--- src/rtl/lc_prefetch.sv ---
// Byte-granular location counter with a one-word instruction prefetch buffer.
// Fetches the word containing lc over req/ack and presents the addressed unit to decode.
module lc_prefetch #(
  parameter int LC_W  = 26,
  parameter int SUB_W = 2
) (
  input  logic                      clk,
  input  logic                      reset,
  input  logic                      state_fetch,
  input  logic                      destlc,
  input  logic [LC_W-1:0]           ob,
  input  logic                      lcinc,
  input  logic [1:0]                step_mode,
  input  logic                      inval,
  output logic                      fetch_req,
  output logic [LC_W-SUB_W-1:0]     fetch_addr,
  input  logic                      fetch_ack,
  input  logic [(8<<SUB_W)-1:0]     fetch_data,
  output logic [LC_W-1:0]           lc,
  output logic                      unit_valid,
  output logic [(8<<SUB_W)-1:0]     unit_data,
  output logic                      needfetch,
  output logic [LC_W+3:0]           mf_lc
);

  localparam int DATA_W = 8 << SUB_W;
  localparam int TAG_W  = LC_W - SUB_W;

  typedef enum logic {S_IDLE, S_REQ} state_e;

  state_e              state_q, state_d;
  logic [LC_W-1:0]     lc_q, lc_d;
  logic [DATA_W-1:0]   buf_data_q, buf_data_d;
  logic [TAG_W-1:0]    buf_tag_q, buf_tag_d;
  logic                buf_valid_q, buf_valid_d;
  logic [TAG_W-1:0]    fetch_addr_q, fetch_addr_d;
  logic                discard_q, discard_d;

  logic [LC_W-1:0]     step;
  logic [SUB_W-1:0]    byte_off, half_off;
  logic [DATA_W-1:0]   byte_shift, half_shift;
  logic                hit;

  assign hit = buf_valid_q && (buf_tag_q == lc_q[LC_W-1:SUB_W]);

  // Unit extraction: lanes are little-endian; halfword mode ignores lc[0].
  assign byte_off   = lc_q[SUB_W-1:0];
  assign half_off   = byte_off & ~SUB_W'(1);
  assign byte_shift = buf_data_q >> {byte_off, 3'b000};
  assign half_shift = buf_data_q >> {half_off, 3'b000};

  always_comb begin
    // NOTE: every signal assigned here gets a default first, so no path can infer a latch.
    unit_data = '0;
    if (hit) begin
      case (step_mode)
        2'd0:    unit_data = DATA_W'(byte_shift[7:0]);
        2'd1:    unit_data = DATA_W'(half_shift[15:0]);
        default: unit_data = buf_data_q;
      endcase
    end
  end

  always_comb begin
    step = '0;
    case (step_mode)
      2'd0:    step = LC_W'(1);
      2'd1:    step = LC_W'(2);
      default: step = LC_W'(1) << SUB_W;
    endcase
  end

  always_comb begin
    lc_d         = lc_q;
    state_d      = state_q;
    buf_data_d   = buf_data_q;
    buf_tag_d    = buf_tag_q;
    buf_valid_d  = buf_valid_q;
    fetch_addr_d = fetch_addr_q;
    discard_d    = discard_q;

    if (state_fetch) begin
      if (destlc)     lc_d = ob;
      else if (lcinc) lc_d = lc_q + step;
    end

    case (state_q)
      S_IDLE: begin
        if (!hit && !inval) begin
          fetch_addr_d = lc_q[LC_W-1:SUB_W];
          state_d      = S_REQ;
        end
      end
      S_REQ: begin
        if (inval) discard_d = 1'b1;
        if (fetch_ack) begin
          // A request is always completed; invalidation only decides whether its data lands.
          if (!discard_q && !inval) begin
            buf_data_d  = fetch_data;
            buf_tag_d   = fetch_addr_q;
            buf_valid_d = 1'b1;
          end
          discard_d = 1'b0;
          state_d   = S_IDLE;
        end
      end
      default: state_d = S_IDLE;
    endcase

    if (inval) buf_valid_d = 1'b0;
  end

  always_ff @(posedge clk or posedge reset) begin
    if (reset) begin
      state_q      <= S_IDLE;
      lc_q         <= '0;
      buf_data_q   <= '0;
      buf_tag_q    <= '0;
      buf_valid_q  <= 1'b0;
      fetch_addr_q <= '0;
      discard_q    <= 1'b0;
    end else begin
      // NOTE: non-blocking assignments so every flop samples the pre-edge values.
      state_q      <= state_d;
      lc_q         <= lc_d;
      buf_data_q   <= buf_data_d;
      buf_tag_q    <= buf_tag_d;
      buf_valid_q  <= buf_valid_d;
      fetch_addr_q <= fetch_addr_d;
      discard_q    <= discard_d;
    end
  end

  assign fetch_req  = (state_q == S_REQ);
  assign fetch_addr = fetch_addr_q;
  assign lc         = lc_q;
  assign unit_valid = hit;
  assign needfetch  = !hit;
  assign mf_lc      = {!hit, hit, step_mode, lc_q};

endmodule

--- config.mk ---
export PLATFORM = sky130hd
export DESIGN_NAME = lc_prefetch
export DESIGN_NICKNAME = d
export VERILOG_FILES = /design/src/rtl/lc_prefetch.sv
export SDC_FILE = /design/constraint.sdc
export NUM_CORES = 1
export LEC_CHECK = 0
export BUFFER_PORTS_ARGS = -buffer_cell sky130_fd_sc_hd__buf_2
export CORE_MARGIN = 2
export CORE_UTILIZATION = 40
export CTS_BUF_LIST = sky130_fd_sc_hd__clkbuf_4
export CTS_CLUSTER_DIAMETER = 100
export DETAILED_ROUTE_END_ITERATION = 7
export GPL_TIMING_DRIVEN = 1
export PLACE_DENSITY = 0.66
export RECOVER_POWER = 25
export SETUP_SLACK_MARGIN = 0.3
export SYNTH_ARGS = -nofsm -noshare
export SYNTH_HDL_FRONTEND = slang
export SYNTH_SLANG_ARGS = --single-unit
--- constraint.sdc ---
create_clock -name clk -period 7.6 [get_ports clk]
set_clock_uncertainty 0.1 [all_clocks]
set_input_delay 0.76 -clock clk [delete_from_list [all_inputs] [get_ports clk]]
set_output_delay 0.76 -clock clk [all_outputs]
set_load 0.01 [all_outputs]
Word level (Yosys, flattened, before mapping):

Index checks and enable logic that the tools add are counted.

* muxes and demuxes: 14
* reductions and logical operators: 16
* shift operators: 2
* bitwise operators: 1
* add/subtract/negate cells: 1
* equality and inequality tests: 2

Operators with widths (count)
* 32-bit case mux with 2 select lines: 1
* 26-bit two-way mux: 2
* 32-bit two-way mux: 1
* 32-bit by 5-bit >> shifter with 16-bit output: 1
* 32-bit by 5-bit >> shifter with 8-bit output: 1
* 26-bit adder: 1
* 24-bit == test: 1
* 1-bit two-way mux: 8
* 2-bit nonzero test: 4
* 3-bit case mux with 2 select lines: 1
* 2-bit AND reduction: 3
* 3-bit AND reduction: 2
* 1-bit logical AND: 3
* 1-bit zero test: 3
* 2-bit by 1-bit == test with 1-bit output (second input constant): 1
* 2-bit zero test: 1
* 1-bit case mux with 2 select lines: 1
* 1-bit inverter: 1

* register bits: 109
* logic and storage cells: 43
* output and inout bits: 115
* bits of input ports: 67

Longest topological paths before layout:

Gate-level depths: netlist of the first run.

* depth after elaboration: 6
* gate-level depth with buffers: 11

Least setup slack after synthesis of the first run:

OpenSTA, ideal clock, no wires.

* path kind: flip-flop to output port
* from: register lc_q[12] (netlist: lc[12])
* to: output port mf_lc[29]
* cell stages (with the launch flop): 10
* buffers on the path: 4
* arrival: 2.206 ns
* slack: 4.534 ns
* cell sequence: dfrtp_1 -> buf_2 -> xnor2_1 -> nand4_1 -> or4_1 -> buf_2 -> nor2_1 -> buf_2 -> inv_1 -> buf_4

* word-level cells in the longest chain between the ends: 3

Ends and longest elaborated chain
* start: declaration: RTL line 32 `logic [LC_W-1:0] lc_q, lc_d;`
* start signal: assignment: RTL line 125 `lc_q <= lc_d;`
* 24-bit == test: RTL line 44 `assign hit = buf_valid_q && (buf_tag_q == lc_q[LC_W-1:SUB_W]);`
* 1-bit logical AND: RTL line 44
* via unit_valid: RTL line 20 `output logic unit_valid,`
* 1-bit zero test
* end: declaration: RTL line 23 `output logic [LC_W+3:0] mf_lc`

The timed path passes the listed nets, and every way through them passes these cells.

Final worst setup path of the first run:

* from: register lc_q[19] (netlist: lc[19])
* to: output port unit_data[7]

* word-level cells in the longest chain between the ends: 3

Ends and longest elaborated chain
* 24-bit == test: RTL line 44
* 1-bit logical AND: RTL line 44
* 32-bit two-way mux: RTL line 55 `if (hit) begin`
* end: declaration: RTL line 21 `output logic [(8<<SUB_W)-1:0] unit_data,`

Every way passes these cells.

==> results of run 1 <==
power by group:
group          switching [mW]  internal, mW
combinational           0.280         0.342
sequential              0.226         0.787
clock                   0.206        0.0766
total                   0.712          1.20
registers in the layout, summed over array words and instances (netlist names):
register	count
buf_data_q	32
lc	26
buf_tag_q	24
fetch_addr	24
buf_valid_q	1
discard_q	1
fetch_req	1
worst min path at each step:
stage | from | cells past startpoint | slack, ns | to
finish | fetch_ack | 2 | 0.35 | discard_q
global route | fetch_ack | 2 | 0.29 | discard_q
CTS | reset | 2 | 0.10 | buf_data_q[30]
detailed placement | buf_valid_q | 1 | 0.40 | buf_valid_q
global placement | buf_valid_q | 1 | 0.39 | buf_valid_q
floorplan | buf_valid_q | 1 | 0.35 | buf_valid_q
cell families (layout without fill, tap and decap cells):
kind of cell / after synthesis / count (layout) / share of synthesized area
and+or+nand+nor: 153 / 153 / 0.1328
AOI/OAI and AO/OA: 104 / 104 / 0.1241
adders and majority gates: 3 / 3 / 0.006256
DFF: 109 / 109 / 0.4545
buffers and inverters: 84 / 212 / 0.07882
xor gates and xnor gates: 25 / 25 / 0.03649
muxes: 83 / 83 / 0.1670
other: 0 / 1 / 0
cell type report:
type,count,area (µm²)
Inverter,10,38.79
Multi-Input combinational cell,368,2800
Timing Repair Buffer,186,942.2
Sequential cell,109,2728
Antenna cell,1,2.502
Fill cell,1349,7720
Tap cell,184,230.2
Clock inverter,6,52.55
Clock buffer,10,75.07
stage by stage:
step           total power [mW]  std cells
2_1_floorplan             1.433        561
3_3_place_gp              1.632        857
3_5_place_dp              1.650        857
4_1_cts                   1.935        873
5_1_grt                   2.046        874
6_report                  1.916        874
routing by layer:
| metal | vias up | wire, µm | part of all wire | GRT usage |
|---|---|---|---|---|
| met2 | 201 | 7776 | 0.47 | 0.3243 |
| met1 | 2416 | 7259 | 0.44 | 0.2810 |
| li1 | 2269 | - | - | - |
| met4 | 2 | 225 | 0.014 | 0.05430 |
| met3 | 17 | 1256 | 0.076 | 0.06580 |
| met5 | - | 13 | 0.00079 | 0 |
layout by cell type (no fill, tap or decap), drive strengths merged, types with 7 or more instances in the layout:
cell type	synthesis	routed
buf	41	185
a31oi	13	13
nor3	27	27
dfrtp	109	109
a21oi	13	13
o221a	9	9
nor2	18	18
clkbuf	33	11
and3	20	20
o22ai	7	7
inv	10	12
xnor2	14	14
mux2	80	80
nand4	8	8
a22oi	11	11
nand3	12	12
nand2	41	41
xor2	11	11
nor4	7	7
o21ai	16	16
==> run metrics, run 1 <==
Yosys cell types 51; final weighted congestion of routability-driven global placement 0.8604; proportion of netlist area held by the largest area contributor 0.4545; antenna violations before repair 2; synthesized area 6001 µm²; Worst slew margin -0.2512; delay contributed by the slowest stage of the critical path 0.76 ns; crit path max-delay cell type sky130_fd_sc_hd__or4_1; Place WS 4.302 ns; drt initial violations 284; post-route ant nets 0; most frequent cell after synthesis sky130_fd_sc_hd__dfrtp_1; largest area contributor in the netlist sky130_fd_sc_hd__dfrtp_1; TritonRoute pass-1 iters 4; pwr/cell area 279.0 nW/µm²; data arrival time of the worst path 3.02 ns; share of cells above drive strength 1 0.4238; latest clock arrival within the worst-skew pair 0.49 ns; end of the worst register-to-register path buf_tag_q[0]; number of pins exceeding their max-slew limit in the final report 15; largest net degree at the start of global routing 82; clock sink count 109; family with the most delay on the worst path simple AND/OR/NAND/NOR gates; count of instances resized after the clock tree is built 0; Total Die Area 16000 µm²; synthesized area per cell 10.70 µm²; sequential-to-total area share from yosys stat 0.4545; I/O Pins 182; final setup violation count 0; leakage power 3.241 nW; Final Worst Setup Slack 3.718 ns; remaining global-route overflow 0; Placement Cell Area 6746 µm²; hold buffers post-CTS 0; synthesis-to-finish area growth 14.47%; first element of the critical path lc[19]; startpoint types flop; type of the tightest min-delay check in -> reg; vias in the first global route 4713; GRT Total Usage 0.2077; WP depth 7; number of placement rows 44; Total Negative Setup Slacks 0 ns; port bufs 181; H-Tree Level Count 3; share of the core filled with cells 0.4708; routed via count divided by cell count 5.612; Buffers & Inverters on Critical Path 2; unrepaired setup endpoints after global routing no; HPWL after detailed placement 12.05 mm; CTS Root Cell sky130_fd_sc_hd__clkbuf_4; largest cells by area after synthesis sky130_fd_sc_hd__dfrtp_1 45%, sky130_fd_sc_hd__mux2_2 11%, sky130_fd_sc_hd__mux2_4 4.8%, sky130_fd_sc_hd__buf_4 3.8%, sky130_fd_sc_hd__nand2_1 2.6%; count of flip-flops with a built-in enable after synthesis 0; Worst-path clk slew 0.18 ns; top post-synthesis cells by count 109 x sky130_fd_sc_hd__dfrtp_1, 61 x sky130_fd_sc_hd__mux2_2, 41 x sky130_fd_sc_hd__nand2_1; x dimension of the die 126.5 µm; detail-routed net length per standard cell 18.92 µm; synthesized instance count 561; maximum VDD drop 0.1189 mV; violations in the final reports max-capacitance violations, max-slew violations; number of buffers created by CTS 9; Fmax achieved 0.2576 GHz; final-stage net count 754; result of the run complete, but fails checks; worst slew pin tran 1.862 ns; synthesized netlist net count 631; # Post-CTS Setup Buffers 0; drc violations 0; timing endpoint of the critical path unit_data[7]; core area 14590 µm²; CTS tree built; starting density of the core 0.4113; number of storage elements in the synthesis netlist 109; CP required 6.74 ns; overall die height 126.5 µm; via count 4905; async set or reset register ratio after synthesis 1.000; maxcap violations 1; post-route cell area 6869 µm²; clk buf depth 2; endpoint kind of the worst setup timing path output port; Hold Violations, Final 0; Hold WS 0.3467 ns; reg-to-reg slack, setup 4.34 ns; reg-to-reg critical path startpoint fetch_req; share of the cycle needed by the critical path after routing 0.5107; Tmin final 3.882 ns; total of warnings raised by yosys 0; Primary FF master, synth sky130_fd_sc_hd__dfrtp_1; cell chain of the critical path xnor2_1 > nand4_1 > or4_1 > nor2_1 > buf_4 > o221a_2 > buf_2; final wirelength 16.53 mm; depth of the most critical reg-to-reg path 4; class of the most critical setup path reg -> out; maximum fanout encountered on the critical timing path 27; global-route wire length before repair 26.11 mm
Power figures use the tool's default switching activity.
==> run 2, diff against run 1 <==
--- a/config.mk
+++ b/config.mk
@@ -5,6 +5,7 @@
 export SDC_FILE = /design/constraint.sdc
 export NUM_CORES = 1
 export LEC_CHECK = 0
+export ABC_AREA = 1
 export BUFFER_PORTS_ARGS = -buffer_cell sky130_fd_sc_hd__buf_2
 export CORE_MARGIN = 2
 export CORE_UTILIZATION = 40
@@ -12,7 +13,7 @@
 export CTS_CLUSTER_DIAMETER = 100
 export DETAILED_ROUTE_END_ITERATION = 7
 export GPL_TIMING_DRIVEN = 1
-export PLACE_DENSITY = 0.66
+export PLACE_DENSITY = 0.65
 export RECOVER_POWER = 25
 export SETUP_SLACK_MARGIN = 0.3
 export SYNTH_ARGS = -nofsm -noshare
==> constraint.sdc (replaced) <==
create_clock -name clk -period 3.88 [get_ports clk]
set_clock_uncertainty 0.1 [all_clocks]
set_input_delay 0.388 -clock clk [delete_from_list [all_inputs] [get_ports clk]]
set_output_delay 0.388 -clock clk [all_outputs]
set_load 0.01 [all_outputs]
==> run 2 against run 1 <==
Net effect:
- the flow still finishes with violations (max-capacitance violations, max-slew violations)
- total power rose by 97%
- clock-buffer cell count did not move
- sequential share of layout area fell by 4.6 points
==> run metrics, run 2 <==
post-route cell area 7766 µm² (+13%); number of non-filler instances in the completed layout 1312 (+50%); Hold WS 0.01859 ns (-0.3281 ns); max reg flops 32 (unchanged); DP Cell Count 1288 (+50%); class of the most critical setup path reg -> out; synthesized instance count 950 (+69%); remaining global-route overflow 0 (unchanged); synthesized area per cell 7.033 µm² (-34%); largest cells by area after synthesis sky130_fd_sc_hd__dfrtp_1 41%, sky130_fd_sc_hd__nand2_1 16%, sky130_fd_sc_hd__nor2_1 7.0%, sky130_fd_sc_hd__nand3_1 6.1%, sky130_fd_sc_hd__inv_1 5.1%; latest clock arrival within the worst-skew pair 0.50 ns (about the same); Fmax achieved 0.3069 GHz; H-Tree Level Count 3 (unchanged); end of the worst register-to-register path lc[12]; depth of the most critical reg-to-reg path 14 (+10); final setup violation count 0 (unchanged); Primary FF master, synth sky130_fd_sc_hd__dfrtp_1; share of the core filled with cells 0.4717 (+0.0008170); Total Negative Setup Slacks 0 ns (unchanged); drc violations 0 (unchanged); Yosys cell types 37 (-27%); largest area contributor in the netlist sky130_fd_sc_hd__dfrtp_1; endpoint kind of the worst setup timing path output port; violations in the final reports max-capacitance violations, max-slew violations; Place WS 1.210 ns (-3.092 ns); port bufs 181 (unchanged); number of placement rows 47 (+6.8%); CP required 3.39 ns (-3.35 ns); data arrival time of the worst path 2.77 ns (-0.25 ns); first element of the critical path lc[14]; leakage power 4.339 nW (+34%); Worst slew margin -0.4848 (-0.2336); most frequent cell after synthesis sky130_fd_sc_hd__nand2_1; Placement Cell Area 7530 µm² (+12%); CTS Root Cell sky130_fd_sc_hd__clkbuf_4; Tmin final 3.259 ns; maximum fanout encountered on the critical timing path 19 (-30%); total of warnings raised by yosys 0 (unchanged); result of the run complete, but fails checks; I/O Pins 182 (unchanged); Worst-path clk slew 0.18 ns (about the same); HPWL after detailed placement 14.17 mm (+18%); largest net degree at the start of global routing 58 (-29%); count of instances resized after the clock tree is built 0 (unchanged); startpoint types flop; starting density of the core 0.4058 (-0.005546); reg-to-reg slack, setup 1.26 ns (-3.08 ns); vias in the first global route 5866 (+24%); number of storage elements in the synthesis netlist 109 (unchanged); proportion of netlist area held by the largest area contributor 0.4082 (-0.04631); final weighted congestion of routability-driven global placement 0.9278 (+7.8%); maxcap violations 1 (unchanged); sequential-to-total area share from yosys stat 0.4082 (-0.04631); top post-synthesis cells by count 286 x sky130_fd_sc_hd__nand2_1, 125 x sky130_fd_sc_hd__nor2_1, 109 x sky130_fd_sc_hd__dfrtp_1; x dimension of the die 133.2 µm (+5.3%); final-stage net count 1156 (+53%); timing endpoint of the critical path unit_data[31]; TritonRoute pass-1 iters 5 (+1); share of the cycle needed by the critical path after routing 0.8398; Top reg by flops buf_data_q; synthesized area 6681 µm² (+11%); overall die height 133.2 µm (+5.3%); clock sink count 109 (unchanged); number of buffers created by CTS 9 (unchanged); async set or reset register ratio after synthesis 1.000 (unchanged); most frequent cells in the layout 286 x sky130_fd_sc_hd__nand2_1, 179 x sky130_fd_sc_hd__buf_2, 124 x sky130_fd_sc_hd__nor2_1, 109 x sky130_fd_sc_hd__dfrtp_1, 90 x sky130_fd_sc_hd__inv_1; global-route wire length before repair 30.81 mm (+18%); detail-routed net length per standard cell 14.75 µm (-22%); Total Die Area 17750 µm² (+11%); GRT Total Usage 0.2190 (+0.01134); PnR Total Power 3.777 mW (+97%); type of the tightest min-delay check in -> reg; share of cells above drive strength 1 0.2411 (-0.1827); drt initial violations 378 (+33%); count of flip-flops with a built-in enable after synthesis 0 (unchanged); commonest non-fill, non-tap cell in the layout sky130_fd_sc_hd__nand2_1; synthesis-to-finish area growth 16.24%; core area 16470 µm² (+13%); final wirelength 19.36 mm (+17%); routed via count divided by cell count 4.944 (-12%); worst slew pin tran 2.227 ns (+0.3647 ns); Final Worst Setup Slack 0.6215 ns (-3.097 ns); reg-to-reg critical path startpoint lc[1]; unrepaired setup endpoints after global routing no; CTS tree built; synthesized netlist net count 1020 (+62%); maximum VDD drop 0.2186 mV (+84%); clk buf depth 2 (unchanged); Hold Violations, Final 0 (unchanged); post-route ant nets 0 (unchanged); antenna violations before repair 1 (-1); via count 6487 (+32%); pwr/cell area 486.4 nW/µm² (+74%); number of pins exceeding their max-slew limit in the final report 57 (+42)
run 2: layout make-up:
| class | instances | area (µm²) |
|---|---|---|
| fillers | 1701 | 8700 |
| multi-input cells | 663 | 3132 |
| flip-flops and latches | 109 | 2728 |
| repair buffers | 196 | 1059 |
| inverters | 107 | 401.6 |
| well taps | 220 | 275.3 |
| clock inverters | 6 | 93.84 |
| clock buffers | 10 | 75.07 |
| diodes | 1 | 2.502 |
run 2: cells by family (layout without fill, tap and decap cells):
kind of cell / count (synthesis) / after routing / synth area share
other: 0 / 1 / 0
AO/OA/AOI/OAI: 102 / 102 / 0.08015
flip-flops: 109 / 109 / 0.4082
multiplexers: 18 / 18 / 0.02978
AND/OR/NAND/NOR: 535 / 535 / 0.3438
buffers and inverters: 178 / 319 / 0.1258
XOR/XNOR: 5 / 5 / 0.006554
adder cells (fa/ha/maj): 3 / 3 / 0.005619
run 2: what timing repair did:
item / in CTS / in global routing
hold buffers: 7 / 0
setup buffers: 0 / 0
endpoints found under the hold margin: 62 / 0
run 2: layer usage:
metal,track usage,vias up,routed length [µm]
met5,0,-,0
met4,0.07092,0,359
met3,0.03044,25,1393
met2,0.3614,276,9031
met1,0.2987,2963,8573
li1,-,3223,-
run 2: worst min-delay path by stage:
stage	endpoint	slack (ns)	cells after the start	startpoint
2_1_floorplan	fetch_req	0.38	1	fetch_ack
3_3_place_gp	fetch_addr[7]	0.38	2	fetch_addr[7]
3_5_place_dp	fetch_addr[4]	0.38	2	fetch_addr[4]
4_1_cts	buf_data_q[25]	0.0007	3	fetch_data[25]
5_1_grt	buf_data_q[1]	0.005	2	fetch_data[1]
6_report	buf_data_q[25]	0.02	3	fetch_data[25]
run 2: power breakdown:
part / leakage [nW] / internal, mW / total [mW] / switching, mW
registers: 1.29 / 1.46 / 1.79 / 0.324
clock network: 0.0876 / 0.274 / 0.679 / 0.404
logic: 2.97 / 0.510 / 1.31 / 0.800
run 2: worst max-delay path: stages, from the launching register on:
cell and delay [ns]:
sky130_fd_sc_hd__dfrtp_1 0.60, sky130_fd_sc_hd__xnor2_1 0.16, sky130_fd_sc_hd__nand2_1 0.08, sky130_fd_sc_hd__nor2_1 0.25
sky130_fd_sc_hd__nand3_2 0.19, sky130_fd_sc_hd__nor2_8 0.31, sky130_fd_sc_hd__nand2_4 0.30, sky130_fd_sc_hd__nor2_1 0.22
sky130_fd_sc_hd__buf_2 0.16
==> run 3, diff against run 2 <==
==> constraint.sdc (replaced) <==
create_clock -name clk -period 3.1 [get_ports clk]
set_clock_uncertainty 0.1 [all_clocks]
set_input_delay 0.31 -clock clk [delete_from_list [all_inputs] [get_ports clk]]
set_output_delay 0.31 -clock clk [all_outputs]
set_load 0.01 [all_outputs]
==> run 3 against run 2 <==
Net effect:
- the flow now finishes without violations
- wire length rose by 5.1%
- flip-flop and latch count unchanged
- setup slack got worse by 0.24 ns
- hold slack better by 0.025 ns
- core utilization up 4.4 points
- combinational power increased by 47%
- critical path type unchanged
- critical endpoint is now unit_data[13]
- register-to-register slack got worse by 0.54 ns
- die area unchanged
- sequential power grew 22%
- cell area increased by 9.3%
- critical path depth is 4 higher
- total power is 26% higher
==> run metrics, run 3 (same netlist as run 2, synthesis figures left out) <==
via count 6697 (+3.2%); worst slew pin tran 1.385 ns (-0.8423 ns); port bufs 181 (unchanged); final wirelength 20.34 mm (+5.1%); most frequent cells in the layout 284 x sky130_fd_sc_hd__nand2_1, 178 x sky130_fd_sc_hd__buf_2, 122 x sky130_fd_sc_hd__nor2_1, 88 x sky130_fd_sc_hd__inv_1, 86 x sky130_fd_sc_hd__dfrtp_1; Worst-path clk slew 0.16 ns (-0.02 ns); overall die height 133.2 µm (unchanged); largest net degree at the start of global routing 70 (+21%); max reg flops 32 (unchanged); final setup violation count 0 (unchanged); result of the run completed; drc violations 0 (unchanged); global-route wire length before repair 32.12 mm (+4.3%); commonest non-fill, non-tap cell in the layout sky130_fd_sc_hd__nand2_1; delay contributed by the slowest stage of the critical path 0.46 ns (-0.14 ns); number of inserted filler cells in the final layout 1660 (-2.4%); Total Die Area 17750 µm² (unchanged); maximum fanout encountered on the critical timing path 8 (-11); leakage power 4.670 nW (+7.6%); PnR Total Power 4.766 mW (+26%); crit path max-delay cell type sky130_fd_sc_hd__dfrtp_2; H-Tree Level Count 3 (unchanged); Hold Violations, Final 0 (unchanged); number of diodes 0 (-1); x dimension of the die 133.2 µm (unchanged); data arrival time of the worst path 2.31 ns (-0.46 ns); final weighted congestion of routability-driven global placement 0.9264 (-0.15%); core area 16470 µm² (unchanged); CTS tree built; type of the tightest min-delay check in -> reg; detail-routed net length per standard cell 14.60 µm (-1.0%); post-route ant nets 0 (unchanged); latest clock arrival within the worst-skew pair 0.49 ns (about the same); maximum VDD drop 0.2869 mV (+31%); endpoint kind of the worst setup timing path output port; number of pins exceeding their max-slew limit in the final report 0 (-100%); share of the cycle needed by the critical path after routing 0.8758; number of placement rows 47 (unchanged); clock sink count 109 (unchanged); area occupied by registers 2756 µm² (+1.1%); pwr/cell area 561.4 nW/µm² (+15%); CP required 2.69 ns (-0.70 ns); routed via count divided by cell count 4.808 (-2.8%); TritonRoute pass-1 iters 5 (unchanged); Total Negative Setup Slacks 0 ns (unchanged); vias in the first global route 6240 (+6.4%); class of the most critical setup path reg -> out; DP Cell Count 1295 (+0.54%); startpoint types flop; Tmin final 2.715 ns; Multi-input gate area 3181 µm² (+1.6%); CTS Root Cell sky130_fd_sc_hd__clkbuf_4; antenna violations before repair 0 (-1); maxcap violations 0 (-1); starting density of the core 0.4058 (unchanged); cell chain of the critical path buf_6 > nand2_2 > nand2_2 > inv_1 > nand2_1 > nor2_2 > nand3_2 > nor2_8 > buf_6 > nand3_1 > nand2_1 > buf_2; Worst slew margin 0.07171 (+0.5565); Fmax achieved 0.3683 GHz; final-stage net count 1238 (+7.1%); clk buf depth 2 (unchanged); unrepaired setup endpoints after global routing yes; GRT Total Usage 0.2285 (+0.009423); I/O Pins 182 (unchanged); number of non-filler instances in the completed layout 1393 (+6.2%); number of buffers created by CTS 9 (unchanged); share of cells above drive strength 1 0.2924 (+0.05135); Top reg by flops buf_data_q; HPWL after detailed placement 14.49 mm (+2.3%); drt initial violations 402 (+6.3%); synthesis-to-finish area growth 27.06%; remaining global-route overflow 0 (unchanged)
==> run 3: changes by cell type in the layout (fill, tap and decap cells not counted), sizes merged <==
cell | before | now
inv | 108 | 106
clkinvlp | 1 | 4
buf | 187 | 235
nand2 | 292 | 293
bufinv | 2 | 0
diode | 1 | 0
clkinv | 2 | 4
dlygate4sd3 | 7 | 39
==> run 3: path summary, 6_finish.rpt <==
path,from,end,slack (ns),cells past startpoint
max,lc[3],unit_data[13],0.38,12
min in group asynchronous,reset,buf_data_q[27],0.51,3
max reg2reg,lc[1],lc[12],0.72,15
min,ob[15],lc[15],0.04,5
min reg2reg,fetch_addr[8],fetch_addr[8],0.41,2
max in group asynchronous,reset,lc[22],1.34,4
==> run 3: cell type report <==
| class | count | area share |
|---|---|---|
| Multi-Input combinational cell | 664 | 0.3747 |
| Sequential cell | 109 | 0.3247 |
| Timing Repair Buffer | 277 | 0.2069 |
| Inverter | 107 | 0.04746 |
| Tap cell | 220 | 0.03242 |
| Clock buffer | 9 | 0.007959 |
| Clock inverter | 7 | 0.005895 |
==> run 3: power breakdown <==
group          internal, mW  switching (mW)  total, mW
registers              1.85           0.333       2.18
logic                 0.790            1.14       1.93
clock network         0.166           0.495      0.661
total                  2.80            1.96       4.77
==> run 3: repair_timing <==
| item | CTS | global route |
|---|---|---|
| pin swaps | 2 | 4 |
| cloned | 0 | 1 |
| endpoints found under the setup margin | 33 | 32 |
| setup buffers | 6 | 36 |
| hold endpoints to repair | 68 | 0 |
| resized for setup | 18 | 18 |
| hold buffers | 39 | 0 |
==> run 3: stage by stage <==
stage | hold slack [ns] | worst slack (ns) | area [µm²] | utilization
after global routing | 0.01751 | 0.1890 | 8489 | 0.5156
after global placement | 0.3553 | 0.5756 | 7584 | 0.4606
after floorplan | 0.3017 | 0.9855 | 6685 | -
after CTS | 0.0001826 | 0.3261 | 8172 | 0.4963
after detailed placement | 0.3479 | 0.5438 | 7584 | 0.4606
final | 0.04372 | 0.3849 | 8489 | 0.5156
==> run 3: routing by layer <==
layer	wire length [µm]	share of wire	GRT usage	vias up
met5	0	0	0	-
met4	387	0.019	0.06147	0
met3	1334	0.066	0.04224	29
met2	9661	0.47	0.3837	241
met1	8959	0.44	0.3043	3041
li1	-	-	-	3386
==> run 3: worst max-delay path, delay by kind of cell, from the launching register on <==
kind	cells	cell delay, ns
DFF	1	0.46
buffers and inverters	4	0.49
and+or+nand+nor	8	0.87
